===== src/rtl/stopwatch_lap_ctrl.sv =====
// Lap memory and viewer for a stopwatch: records live time on save, browses laps oldest-first.
// Define STOPWATCH_LAP_OVERWRITE_EN to make a save into a full buffer replace the oldest lap.
module stopwatch_lap_ctrl #(
  parameter int DEPTH       = 4,
  parameter int VIEW_CYCLES = 300_000_000
) (
  input  logic                       clk,
  input  logic                       rst,
  input  logic                       i_event_start,
  input  logic                       i_event_stop,
  input  logic                       i_event_clear,
  input  logic                       i_event_save,
  input  logic                       i_recall,
  input  logic [6:0]                 i_msec,
  input  logic [5:0]                 i_sec,
  input  logic [5:0]                 i_min,
  input  logic [4:0]                 i_hour,
  output logic [6:0]                 o_lap_msec,
  output logic [5:0]                 o_lap_sec,
  output logic [5:0]                 o_lap_min,
  output logic [4:0]                 o_lap_hour,
  output logic [$clog2(DEPTH)-1:0]   o_lap_idx,
  output logic [$clog2(DEPTH):0]     o_lap_count,
  output logic                       o_show_lap,
  output logic                       o_full
);
  localparam int AW = $clog2(DEPTH);
  localparam int CW = AW + 1;
  localparam int TW = $clog2(VIEW_CYCLES + 1);
`ifdef STOPWATCH_LAP_OVERWRITE_EN
  localparam bit OVERWRITE = 1'b1;
`else
  localparam bit OVERWRITE = 1'b0;
`endif

  typedef enum logic [1:0] {IDLE, RUN, STOP, VIEW} state_t;

  state_t          state_reg;
  logic [23:0]     lap_mem [DEPTH];
  logic [AW-1:0]   wr_ptr_reg;
  logic [AW-1:0]   rd_idx_reg;
  logic [CW-1:0]   count_reg;
  logic [TW-1:0]   timer_reg;
  logic [23:0]     lap_reg;
  logic            show_reg;

  logic            full;
  logic            run_evt;
  logic            save_write;
  logic            recall_ok;
  logic            enter_view;
  logic            advance;
  logic [AW-1:0]   oldest;
  logic [AW-1:0]   next_idx;
  logic [AW-1:0]   rd_addr;

  assign full    = (count_reg == CW'(DEPTH));
  // start/stop outrank save, which outranks recall; clear is handled first in the FSM
  assign run_evt = i_event_start | i_event_stop;
  assign save_write = !rst && !i_event_clear && !run_evt && i_event_save &&
                      (state_reg == RUN) && (!full || OVERWRITE);
  assign recall_ok  = !i_event_clear && !run_evt && !i_event_save && i_recall;
  assign enter_view = recall_ok && (state_reg == STOP) && (count_reg != '0);
  assign advance    = recall_ok && (state_reg == VIEW);

  // Oldest entry sits count slots behind the write pointer, which also covers overwrite mode.
  assign oldest   = wr_ptr_reg - AW'(count_reg);
  assign next_idx = (rd_idx_reg == AW'(count_reg - CW'(1))) ? '0 : rd_idx_reg + AW'(1);
  assign rd_addr  = oldest + (enter_view ? '0 : next_idx);

  always_ff @(posedge clk) begin
    if (save_write) lap_mem[wr_ptr_reg] <= {i_hour, i_min, i_sec, i_msec};
  end

  always_ff @(posedge clk) begin
    if (rst) begin
      state_reg  <= IDLE;
      wr_ptr_reg <= '0;
      rd_idx_reg <= '0;
      count_reg  <= '0;
      timer_reg  <= '0;
      lap_reg    <= '0;
      show_reg   <= 1'b0;
    end else if (i_event_clear) begin
      state_reg  <= IDLE;
      wr_ptr_reg <= '0;
      rd_idx_reg <= '0;
      count_reg  <= '0;
      timer_reg  <= '0;
      lap_reg    <= '0;
      show_reg   <= 1'b0;
    end else begin
      case (state_reg)
        IDLE: if (i_event_start) state_reg <= RUN;
        RUN:  if (i_event_stop) state_reg <= STOP;
        STOP: begin
          if (i_event_start) begin
            state_reg <= RUN;
          end else if (enter_view) begin
            state_reg  <= VIEW;
            rd_idx_reg <= '0;
            timer_reg  <= TW'(VIEW_CYCLES - 1);
            lap_reg    <= lap_mem[rd_addr];
            show_reg   <= 1'b1;
          end
        end
        VIEW: begin
          if (i_event_start || (!advance && timer_reg == '0)) begin
            state_reg  <= i_event_start ? RUN : STOP;
            rd_idx_reg <= '0;
            timer_reg  <= '0;
            lap_reg    <= '0;
            show_reg   <= 1'b0;
          end else if (advance) begin
            rd_idx_reg <= next_idx;
            timer_reg  <= TW'(VIEW_CYCLES - 1);
            lap_reg    <= lap_mem[rd_addr];
          end else begin
            timer_reg <= timer_reg - TW'(1);
          end
        end
        default: state_reg <= IDLE;
      endcase
      if (save_write) begin
        wr_ptr_reg <= wr_ptr_reg + AW'(1);
        if (!full) count_reg <= count_reg + CW'(1);
      end
    end
  end

  assign o_lap_hour  = lap_reg[23:19];
  assign o_lap_min   = lap_reg[18:13];
  assign o_lap_sec   = lap_reg[12:7];
  assign o_lap_msec  = lap_reg[6:0];
  assign o_lap_idx   = rd_idx_reg;
  assign o_lap_count = count_reg;
  assign o_show_lap  = show_reg;
  assign o_full      = full;
endmodule


===== config.mk =====
export PLATFORM = sky130hd
export DESIGN_NAME = stopwatch_lap_ctrl
export DESIGN_NICKNAME = d
export VERILOG_FILES = /design/src/rtl/stopwatch_lap_ctrl.sv
export SDC_FILE = /design/constraint.sdc
export NUM_CORES = 1
export LEC_CHECK = 0
export BUFFER_PORTS_ARGS = -buffer_cell sky130_fd_sc_hd__clkbuf_2
export CAP_MARGIN = 20
export CORE_ASPECT_RATIO = 1.2
export CORE_MARGIN = 2
export CORE_UTILIZATION = 63
export DETAILED_ROUTE_END_ITERATION = 10
export PLACE_DENSITY_LB_ADDON = 0.3
export SETUP_SLACK_MARGIN = 0.2
export SLEW_MARGIN = 15
export SYNTH_ARGS = -nofsm -noshare
export SYNTH_HDL_FRONTEND = slang
export SYNTH_SLANG_ARGS = --single-unit

===== constraint.sdc =====
create_clock -name clk -period 5.72 [get_ports clk]
set_clock_uncertainty 0.15 [all_clocks]
set_input_delay 0.572 -clock clk [delete_from_list [all_inputs] [get_ports clk]]
set_output_delay 0.572 -clock clk [all_outputs]
set_load 0.02 [all_outputs]

==> run metrics, run 1 <==
FF-to-FF path depth=14; number of max-cap violations=0; routability cong.=~0.83; Final nets=roughly 640; Peak VDD IR=between 0.00015 and 0.0002 V; Post-synth EDFFs=96; unrepaired setup endpoints after global routing=false; sequential share of power=0.532; CP endpoint=lap_reg[21]; Worst Setup SP=o_lap_count[0]; Seq/Total Area, Yosys=0.616; worst-path cell chain=inv_1, ha_1, nand2b_1, nand4_1, nand3b_1, ha_1, inv_1, ha_2, xor2_1, xnor2_1, a21oi_1, nand2b_2, or3b_2, a32o_1; Hold Crit Class=primary input to register; number of DRC markers in iteration 0=202; TritonRoute pass-1 iters=4; first-pass GRT wire length=21500 microns; Internal=approximately 1.8 mW; pins over their slew limit=0; CP arrival=4.09 ns; Gate power share=0.019; number of H-tree levels=4; clock share of power=0.449; GR Util All Layers=0.240; Slew @ Worst Pin=about 1.1 ns; top_reg_cell synth=edfxtp_1; syn nets=~580; Synth Instances=537; PwrDens=298 nW/um^2; asr flop ratio synth=0; CTS Buf Count=17; min-delay src=i_sec[0]; max reg flops=96; final hold vios=0; Setup crit start kind=register; DIE AREA=11500 sq um; cts hold-fix bufs=0; library cells used by synthesis=a little under 60; initial antenna violation count=0; cell count after placement=about 710; Sink Count=159; Area growth syn-to-layout=13.6%; total power=2.28 mW; number of synthesized register bits=around 160; clk_lat worst skew=around 0.41 ns; Slew Limit Headroom=0.291; Mapped Avg Cell Area=12.5 sq um; largest net degree at the start of global routing=50; Lkg Pwr=3.03 nW; clock tree buffer depth=2; total grt overflow=0; Synth top area share=0.428; vias=roughly 4400; CP max-delay cell=or3b_2; WL final=roughly 13000 microns; sw frac=0.215; vias in the first global route=4386; Ports=62; WS Path Type=register to register; # setup viols final=0; diode count=0; total negative slack=0 ns; core area=between 10000 and 15000 sq um; post-DR wirelength/cell=roughly 18 microns; final worst-path cycle share=0.689; ranking of synthesized cells by area=edfxtp_1 (43%), dfxtp_1 (19%), mux2i_1 (4.2%); Worst R2R Setup Slack=1.78 ns; Switch Pwr=0.491 mW; DRC viols=0; status=complete, no violations; Syn Std Cell Area=slightly below 7000 sq um; WP data required=~5.9 ns; Synth Warn #=0; row count=41; Die Y=about 120 microns; Routed Antenna Nets=0; fmax=about 250 MHz; worst hold slack=0.221 ns; Starting Density=0.643; RR Endpoint=lap_reg[21]; CTS tree=yes; Post-CTS Setup Bufs=0; post_cts resized=0; drt via density=between 5 and 6; post-DP HPWL=8200 microns; CP max stage delay=0.63 ns; Port Buffer Count=slightly above 60; share of layout cells above drive strength 1=0.229; Setup crit end kind=register; Worst R2R Start=o_lap_count[0]; post-layout min period=~3.9 ns; Yosys top cell by area=edfxtp_1; Layout Cells excl Fill=about 740; CTS root buffer=clkbuf_16; Die Span X=98.4 microns; crit path max fanout=25; Worst-path clk slew=~0.06 ns
worst min path at each step:
stage                    end  slack, ns  cells after the start
2_1_floorplan   timer_reg[7]       0.30                      1
3_3_place_gp     lap_reg[14]       0.30                      1
3_5_place_dp      lap_reg[7]       0.30                      1
4_1_cts        lap_mem[3][7]       0.21                      1
5_1_grt        lap_mem[1][7]       0.21                      1
6_report       lap_mem[1][7]       0.22                      1
metrics by stage:
stage | cell area (sq um) | utilization | setup WS, ns
CTS | 7640 | 0.730 | 1.77
floorplan | 6730 | - | 2.37
global route | 7640 | 0.730 | 1.44
finish | 7640 | 0.730 | 1.78
detailed placement | 7110 | 0.679 | 1.45
global placement | 7110 | 0.679 | 1.62
worst max-delay path, delay by kind of cell, from the launching register on:
family / cells / cell delay (ns)
simple gates: 5 / 1.75
fa+ha+maj: 3 / 0.63
flops: 1 / 0.45
xor+xnor: 2 / 0.33
compound gates: 2 / 0.33
buf+inv: 2 / 0.17
power groups by stage:
stage / Clock (mW) / Sequential (mW) / Combinational, mW
after detailed placement: 0 / 1.24 / 0.0423
after CTS: 1.04 / 1.21 / 0.0427
after global routing: 1.08 / 1.21 / 0.0469
final: 1.02 / 1.21 / 0.0425
after global placement: 0 / 1.24 / 0.0400
after floorplan: 0 / 1.24 / 0.0206
per-layer routing:
layer,up-vias,wire (microns),GRT usage
met1,2152,5600,0.287
met2,105,7020,0.430
met3,11,576,0.0624
met5,-,0,0
li1,2119,-,-
met4,0,122,0.0703
kinds of logic after synthesis:
| logic type | Yosys count | share of synthesized area |
|---|---|---|
| AOI/OAI and AO/OA | 107 | 0.106 |
| xor gates and xnor gates | 19 | 0.0247 |
| adders and majority gates | 9 | 0.0167 |
| buffers and inverters | 38 | 0.0283 |
| DFF | 159 | 0.616 |
| muxes | 50 | 0.0785 |
| and+or+nand+nor | 155 | 0.130 |
synthesized netlist by cell type (4+ instances only):
| library cell | instances |
|---|---|
| edfxtp_1 | 96 |
| and2_1 | 8 |
| dfxtp_1 | 63 |
| xnor2_1 | 13 |
| a21oi_1 | 15 |
| o2bb2ai_1 | 23 |
| buf_6 | 5 |
| mux2_2 | 22 |
| nor3_1 | 13 |
| nand3_1 | 6 |
| o21ai_0 | 38 |
| xor2_1 | 6 |
| ha_1 | 9 |
| nor4_1 | 9 |
| buf_2 | 5 |
| nand2_1 | 20 |
| clkbuf_1 | 12 |
| or3b_2 | 4 |
| o21ai_1 | 4 |
| nor2_1 | 38 |
| a22o_1 | 4 |
| mux2i_1 | 28 |
| inv_1 | 15 |
| nand2b_1 | 28 |
placed cells by master (no fill, tap or decap), types with 3 or more instances in the layout:
| cell type | synthesis | final |
|---|---|---|
| a21oi_1 | 15 | 15 |
| ha_1 | 9 | 8 |
| o21ai_1 | 4 | 4 |
| clkinvlp_4 | 0 | 3 |
| xor2_1 | 6 | 6 |
| o31ai_1 | 3 | 3 |
| o21ai_0 | 38 | 38 |
| or3_2 | 3 | 3 |
| edfxtp_1 | 96 | 96 |
| mux2i_1 | 28 | 28 |
| nor3_1 | 13 | 13 |
| nor2_1 | 38 | 38 |
| inv_6 | 0 | 5 |
| mux2_2 | 22 | 22 |
| clkbuf_16 | 0 | 17 |
| inv_1 | 15 | 15 |
| xnor2_1 | 13 | 13 |
| or3_1 | 3 | 3 |
| nor4_1 | 9 | 9 |
| or3b_2 | 4 | 4 |
| nand2_1 | 20 | 20 |
| and2_1 | 8 | 8 |
| nand3_1 | 6 | 6 |
| buf_4 | 1 | 5 |
| a21o_1 | 3 | 3 |
| dfxtp_1 | 63 | 63 |
| o2bb2ai_1 | 23 | 23 |
| or2_2 | 3 | 3 |
| a22o_1 | 4 | 4 |
| clkbuf_2 | 0 | 61 |
| nand2b_1 | 28 | 27 |
layout make-up:
cell class	count	area [sq um]
clock buffer	18	429
clock inverter	14	109
fill	731	2820
inverter	15	56.3
multi-input combinational	340	2400
sequential	159	4140
tap	129	161
timing repair buffer	66	343
Note: power is estimated with default switching activity, not from simulation.
==> run 2: changes to the inputs <==
--- a/config.mk
+++ b/config.mk
@@ -5,11 +5,12 @@
 export SDC_FILE = /design/constraint.sdc
 export NUM_CORES = 1
 export LEC_CHECK = 0
+export ABC_AREA = 1
 export BUFFER_PORTS_ARGS = -buffer_cell sky130_fd_sc_hd__clkbuf_2
 export CAP_MARGIN = 20
 export CORE_ASPECT_RATIO = 1.2
 export CORE_MARGIN = 2
-export CORE_UTILIZATION = 63
+export CORE_UTILIZATION = 54
 export DETAILED_ROUTE_END_ITERATION = 10
 export PLACE_DENSITY_LB_ADDON = 0.3
 export SETUP_SLACK_MARGIN = 0.2
==> constraint.sdc (replaced) <==
create_clock -name clk -period 3.3 [get_ports clk]
set_clock_uncertainty 0.15 [all_clocks]
set_input_delay 0.33 -clock clk [delete_from_list [all_inputs] [get_ports clk]]
set_output_delay 0.33 -clock clk [all_outputs]
set_load 0.02 [all_outputs]
==> run metrics, run 2 <==
post-DP HPWL=9460 microns (+15%); initial antenna violation count=0 (unchanged); status=complete, no violations; max reg flops=96 (unchanged); library cells used by synthesis=38 (-36%); first-pass GRT wire length=24500 microns (+14%); number of synthesized register bits=159 (unchanged); total negative slack=0 ns (unchanged); clk_lat worst skew=0.42 ns (about the same); CP max stage delay=0.34 ns (-0.29 ns); Layout Cells excl Fill=975 (+32%); Synth Warn #=0 (unchanged); CTS root buffer=clkbuf_16; asr flop ratio synth=0 (unchanged); RR Endpoint=lap_reg[12]; Area growth syn-to-layout=21.4%; vias in the first global route=5128 (+17%); Worst R2R Start=o_lap_count[1]; Syn Std Cell Area=7160 sq um (+6.3%); Yosys top cell by area=edfxtp_1; WS Path Type=register to register; FF-to-FF path depth=17 (+3); Port Buffer Count=61 (unchanged); most frequent cell after synthesis=nand2_1; drt via density=5.43 (-8.3%); number of DRC markers in iteration 0=465 (+130%); number of H-tree levels=4 (unchanged); routability cong.=0.901 (+9.0%); Sink Count=159 (unchanged); syn nets=735 (+27%); total grt overflow=0 (unchanged); clock tree buffer depth=2 (unchanged); unrepaired setup endpoints after global routing=false; WL final=16600 microns (+24%); Routed Antenna Nets=0 (unchanged); number of max-cap violations=0 (unchanged); DIE AREA=14200 sq um (+23%); CP most frequent cell=nand2_1; Synth Instances=695 (+29%); Final nets=834 (+31%); most frequent cells in the layout=nand2_1 (153), edfxtp_1 (96), clkbuf_2 (61), dfxtp_1 (61), nor2_1 (60); CP top delay family=adder cells; Lkg Pwr=3.46 nW (+14%); Peak VDD IR=0.000394 V (+99%); Mapped Avg Cell Area=10.3 sq um (-18%); crit path max fanout=6 (-76%); CTS tree=yes; Starting Density=0.548 (-0.0953); Seq/Total Area, Yosys=0.579 (-0.0367); Setup crit start kind=register; Slew @ Worst Pin=0.514 ns (-0.549 ns); synth cell count leaders=nand2_1 (154), edfxtp_1 (96), nor2_1 (64); final hold vios=0 (unchanged); # setup viols final=0 (unchanged); WP depth=17 (+3); Post-synth EDFFs=96 (unchanged); Die Span X=109 microns (+11%); WP data required=3.50 ns (-2.37 ns); largest net degree at the start of global routing=49 (-2.0%); fmax=338 MHz (+33%); commonest non-fill, non-tap cell in the layout=nand2_1; Ports=62 (unchanged); Hold Crit Class=primary input to register; worst-path cell chain=inv_1, ha_4, xor2_1, a21oi_2, nand2_1, ha_1, inv_1, ha_4, xnor2_4, xor2_1, nand2_2, nand2_4, buf_12, nand2_1, nand2_1, nand2_2, a21oi_2; DRC viols=0 (unchanged); cell count after placement=912 (+29%); final worst-path cycle share=0.896 (+0.207); Synth top area share=0.403 (-0.0255); Worst R2R Setup Slack=0.34 ns (-1.44 ns); pins over their slew limit=0 (unchanged); share of layout cells above drive strength 1=0.271 (+0.0426); diode count=0 (unchanged); Worst Setup SP=o_lap_count[1]; CP endpoint=lap_reg[12]; row count=46 (+12%); TritonRoute pass-1 iters=5 (+1); core area=13100 sq um (+25%); top_reg_cell synth=edfxtp_1; CP arrival=3.16 ns (-0.93 ns); Buf/Inv on CP=3 (+1); ranking of synthesized cells by area=edfxtp_1 (40%), dfxtp_1 (18%), nand2_1 (8.1%); PwrDens=479 nW/um^2 (+61%); post-DR wirelength/cell=17.0 microns (-5.4%); Die Y=130 microns (+11%); GR Util All Layers=0.229 (-0.0108); Setup crit end kind=register; Slew Limit Headroom=0.655 (+0.364); worst hold slack=0.120 ns (-0.101 ns); post-layout min period=2.96 ns (-0.985 ns); CTS Buf Count=17 (unchanged); Worst-path clk slew=0.06 ns (about the same); CP max-delay cell=dfxtp_2; total power=4.16 mW (+82%); Final Util=0.665 (-0.0656); vias=5295 (+21%)
==> run 2: layout make-up <==
| class | count | area [sq um] |
|---|---|---|
| Clock inverter | 14 | 156 |
| Clock buffer | 18 | 429 |
| Tap cell | 168 | 210 |
| Multi-Input combinational cell | 469 | 2780 |
| Sequential cell | 159 | 4150 |
| Inverter | 44 | 165 |
| Timing Repair Buffer | 103 | 795 |
| Fill cell | 964 | 4380 |
==> run 2: per-layer routing <==
layer | part of all wire | routed length (microns) | GRT usage
met3 | 0.038 | 622 | 0.0465
met2 | 0.54 | 8890 | 0.413
met1 | 0.40 | 6590 | 0.258
met5 | 0 | 0 | 0
met4 | 0.029 | 477 | 0.105
==> run 2: worst register-to-register path: stages (launching register included) <==
cell and delay (ns):
dfxtp_2 0.34, inv_1 0.13, ha_4 0.22, xor2_1 0.16, a21oi_2 0.16, nand2_1 0.08
ha_1 0.29, inv_1 0.06, ha_4 0.17, xnor2_4 0.20, xor2_1 0.19, nand2_2 0.10
nand2_4 0.15, buf_12 0.15, nand2_1 0.06, nand2_1 0.07, nand2_2 0.07, a21oi_2 0.15
==> run 2: worst min path at each step <==
| stage | end | slack (ns) | startpoint | cells after the start |
|---|---|---|---|---|
| final | state_reg[0] | 0.12 | i_event_stop | 4 |
| after global routing | state_reg[0] | 0.17 | i_event_stop | 4 |
| after CTS | state_reg[0] | 0.10 | i_event_stop | 4 |
| after detailed placement | lap_reg[18] | 0.29 | lap_reg[18] | 2 |
| after global placement | lap_reg[17] | 0.29 | lap_reg[17] | 2 |
| after floorplan | lap_mem[0][0] | 0.28 | i_msec[0] | 0 |
==> run 2: what timing repair did <==
action / CTS / global route
resized for setup: 2 / 12
buffers inserted: 0 / 1
hold buffers: 24 / 0
pin swaps: 0 / 4
cloned: 0 / 6
hold endpoints to repair: 96 / 0
endpoints found under the setup margin: 7 / 24
==> run 2: power by group <==
part	internal, mW	switching [mW]
Sequential	2.10	0.00218
Combinational	0.0524	0.0674
Clock	1.13	0.811
Total	3.28	0.881
==> run 2: logic make-up (layout without fill, tap and decap cells) <==
group	after synthesis	after routing	share of synthesized area
xor+xnor	22	22	0.0269
mux	48	48	0.0755
buf+inv	67	179	0.0425
flops	159	159	0.579
simple gates	316	316	0.199
fa+ha+maj	9	9	0.0157
compound gates	74	74	0.0617
==> run 2: per-stage QoR <==
step	area (sq um)	setup WS (ns)
3_3_place_gp	7650	0.347
6_report	8690	0.342
2_1_floorplan	7160	0.219
5_1_grt	8690	0.179
4_1_cts	8490	0.208
3_5_place_dp	7650	0.245
==> run 3: changes to the inputs <==
--- a/config.mk
+++ b/config.mk
@@ -8,7 +8,7 @@
 export ABC_AREA = 1
 export BUFFER_PORTS_ARGS = -buffer_cell sky130_fd_sc_hd__clkbuf_2
 export CAP_MARGIN = 20
-export CORE_ASPECT_RATIO = 1.2
+export CORE_ASPECT_RATIO = 1.5
 export CORE_MARGIN = 2
 export CORE_UTILIZATION = 54
 export DETAILED_ROUTE_END_ITERATION = 10
==> run metrics, run 3 (synthesis results as in run 2) <==
Sink Count=159 (unchanged); CTS Buf Count=17 (unchanged); Peak VDD IR=0.000357 V (-9.2%); final instance area=8590 sq um (-1.1%); Slew Limit Headroom=0.646 (-0.00855); CP most frequent cell=nand2_1; FF-to-FF path depth=17 (unchanged); core area=13000 sq um (-0.85%); Hold Crit Class=primary input to register; Lkg Pwr=3.41 nW (-1.4%); initial antenna violation count=0 (unchanged); most frequent cells in the layout=nand2_1 (153), edfxtp_1 (96), clkbuf_2 (61), dfxtp_1 (61), nor2_1 (60); first-pass GRT wire length=25300 microns (+3.3%); WS Path Type=register to register; vias in the first global route=5379 (+4.9%); final worst-path cycle share=0.908 (+0.0117); Port Buffer Count=61 (unchanged); CTS root buffer=clkbuf_16; commonest non-fill, non-tap cell in the layout=nand2_1; Worst R2R Setup Slack=0.30 ns (-0.04 ns); CP max-delay cell=dfxtp_4; Routed Antenna Nets=0 (unchanged); vias=5212 (-1.6%); max reg flops=96 (unchanged); Hold Crit Depth=1 (-3); post-DR wirelength/cell=17.3 microns (+1.6%); diode count=0 (unchanged); Setup crit end kind=register; pins over their slew limit=0 (unchanged); WP data required=3.49 ns (about the same); Die Span X=98 microns (-10%); total negative slack=0 ns (unchanged); largest net degree at the start of global routing=49 (unchanged); post-DP HPWL=10000 microns (+5.8%); number of max-cap violations=0 (unchanged); Worst-path clk slew=0.07 ns (about the same); clk_lat worst skew=0.42 ns (about the same); Ports=62 (unchanged); Cell Area, Placed=7640 sq um (-0.15%); Area growth syn-to-layout=20.0%; Setup crit start kind=register; total power=4.08 mW (-2.1%); worst-path cell chain=inv_1, ha_1, xor2_1, a21oi_2, nand2_1, ha_1, inv_1, ha_4, xnor2_4, xor2_1, nand2_2, nand2_4, buf_12, nand2_1, nand2_1, nand2_1, a21oi_2; # setup viols final=0 (unchanged); GR Util All Layers=0.223 (-0.00552); WL final=16600 microns (+0.23%); number of H-tree levels=4 (unchanged); routability cong.=0.977 (+8.5%); Slew @ Worst Pin=0.527 ns (+0.0127 ns); final worst-path setup slack=0.304 ns (-0.0386 ns); CP arrival=3.19 ns (+0.03 ns); DRC viols=0 (unchanged); post-layout min period=3.00 ns (+0.0386 ns); Starting Density=0.552 (+0.00471); crit path max fanout=12 (+6); unrepaired setup endpoints after global routing=false; row count=51 (+11%); DIE AREA=14200 sq um (+0.11%); fmax=334 MHz (-1.3%); final hold vios=0 (unchanged); PwrDens=475 nW/um^2 (-0.96%); total grt overflow=0 (unchanged); share of layout cells above drive strength 1=0.270 (-0.00114); Die Y=145 microns (+11%); Final nets=831 (-0.36%); drt via density=5.42 (-0.24%); clock tree buffer depth=2 (unchanged); Place WS=0.231 ns (-0.0132 ns); status=complete, no violations; CTS tree=yes; TritonRoute pass-1 iters=5 (unchanged); worst hold slack=0.0207 ns (-0.0992 ns); number of DRC markers in iteration 0=296 (-36%); CP max stage delay=0.36 ns (+0.02 ns)
run 3: cell count changes in the layout (fill, tap and decap cells not counted), moves of 2 or more:
cell	change
clkinv_1	-2
inv_6	+3
inv_8	-2
clkinvlp_4	+2
a21oi_2	+2
a21oi_1	-2
run 3: layout make-up:
type                            instances  area [sq um]
Clock inverter                         13           129
Inverter                               44           165
Multi-Input combinational cell        469          2770
Clock buffer                           18           429
Fill cell                             953          4370
Sequential cell                       159          4150
Timing Repair Buffer                  100           748
Tap cell                              159           199
run 3: final timing paths:
check                                    start        endpoint
worst min register to register     lap_reg[20]     lap_reg[20]
worst min-delay path                 i_hour[2]  lap_mem[2][21]
worst max register to register  o_lap_count[0]     lap_reg[22]
worst max-delay path            o_lap_count[0]     lap_reg[22]
run 3: repair_timing:
item | 4_1_cts | 5_1_grt
endpoints found under the setup margin | 1 | 24
hold endpoints to repair | 88 | 4
hold buffers | 22 | 1
resized for setup | 1 | 12
pin swaps | 0 | 5
cloned | 0 | 4
setup buffers | 0 | 1
run 3: power by group:
group	internal [mW]	switching, mW
Clock	1.05	0.809
Sequential	2.10	0.00225
Combinational	0.0506	0.0650
Total	3.20	0.876
run 3: worst max-delay path: cells and delay by family (launching register included):
kind	cells	cell delay (ns)
buf+inv	3	0.27
fa+ha+maj	3	0.75
xor+xnor	3	0.53
flops	1	0.36
simple gates	6	0.50
compound gates	2	0.34
run 3: stage by stage:
stage          utilization  instances
2_1_floorplan            -        695
3_3_place_gp         0.590        903
3_5_place_dp         0.590        903
4_1_cts              0.651        956
5_1_grt              0.663        962
6_report             0.663        962
run 3: layer usage:
layer	track usage	up-vias	part of all wire
li1	-	2542	-
met1	0.232	2481	0.37
met2	0.423	155	0.57
met3	0.0443	34	0.040
met4	0.100	0	0.022
met5	0	-	0
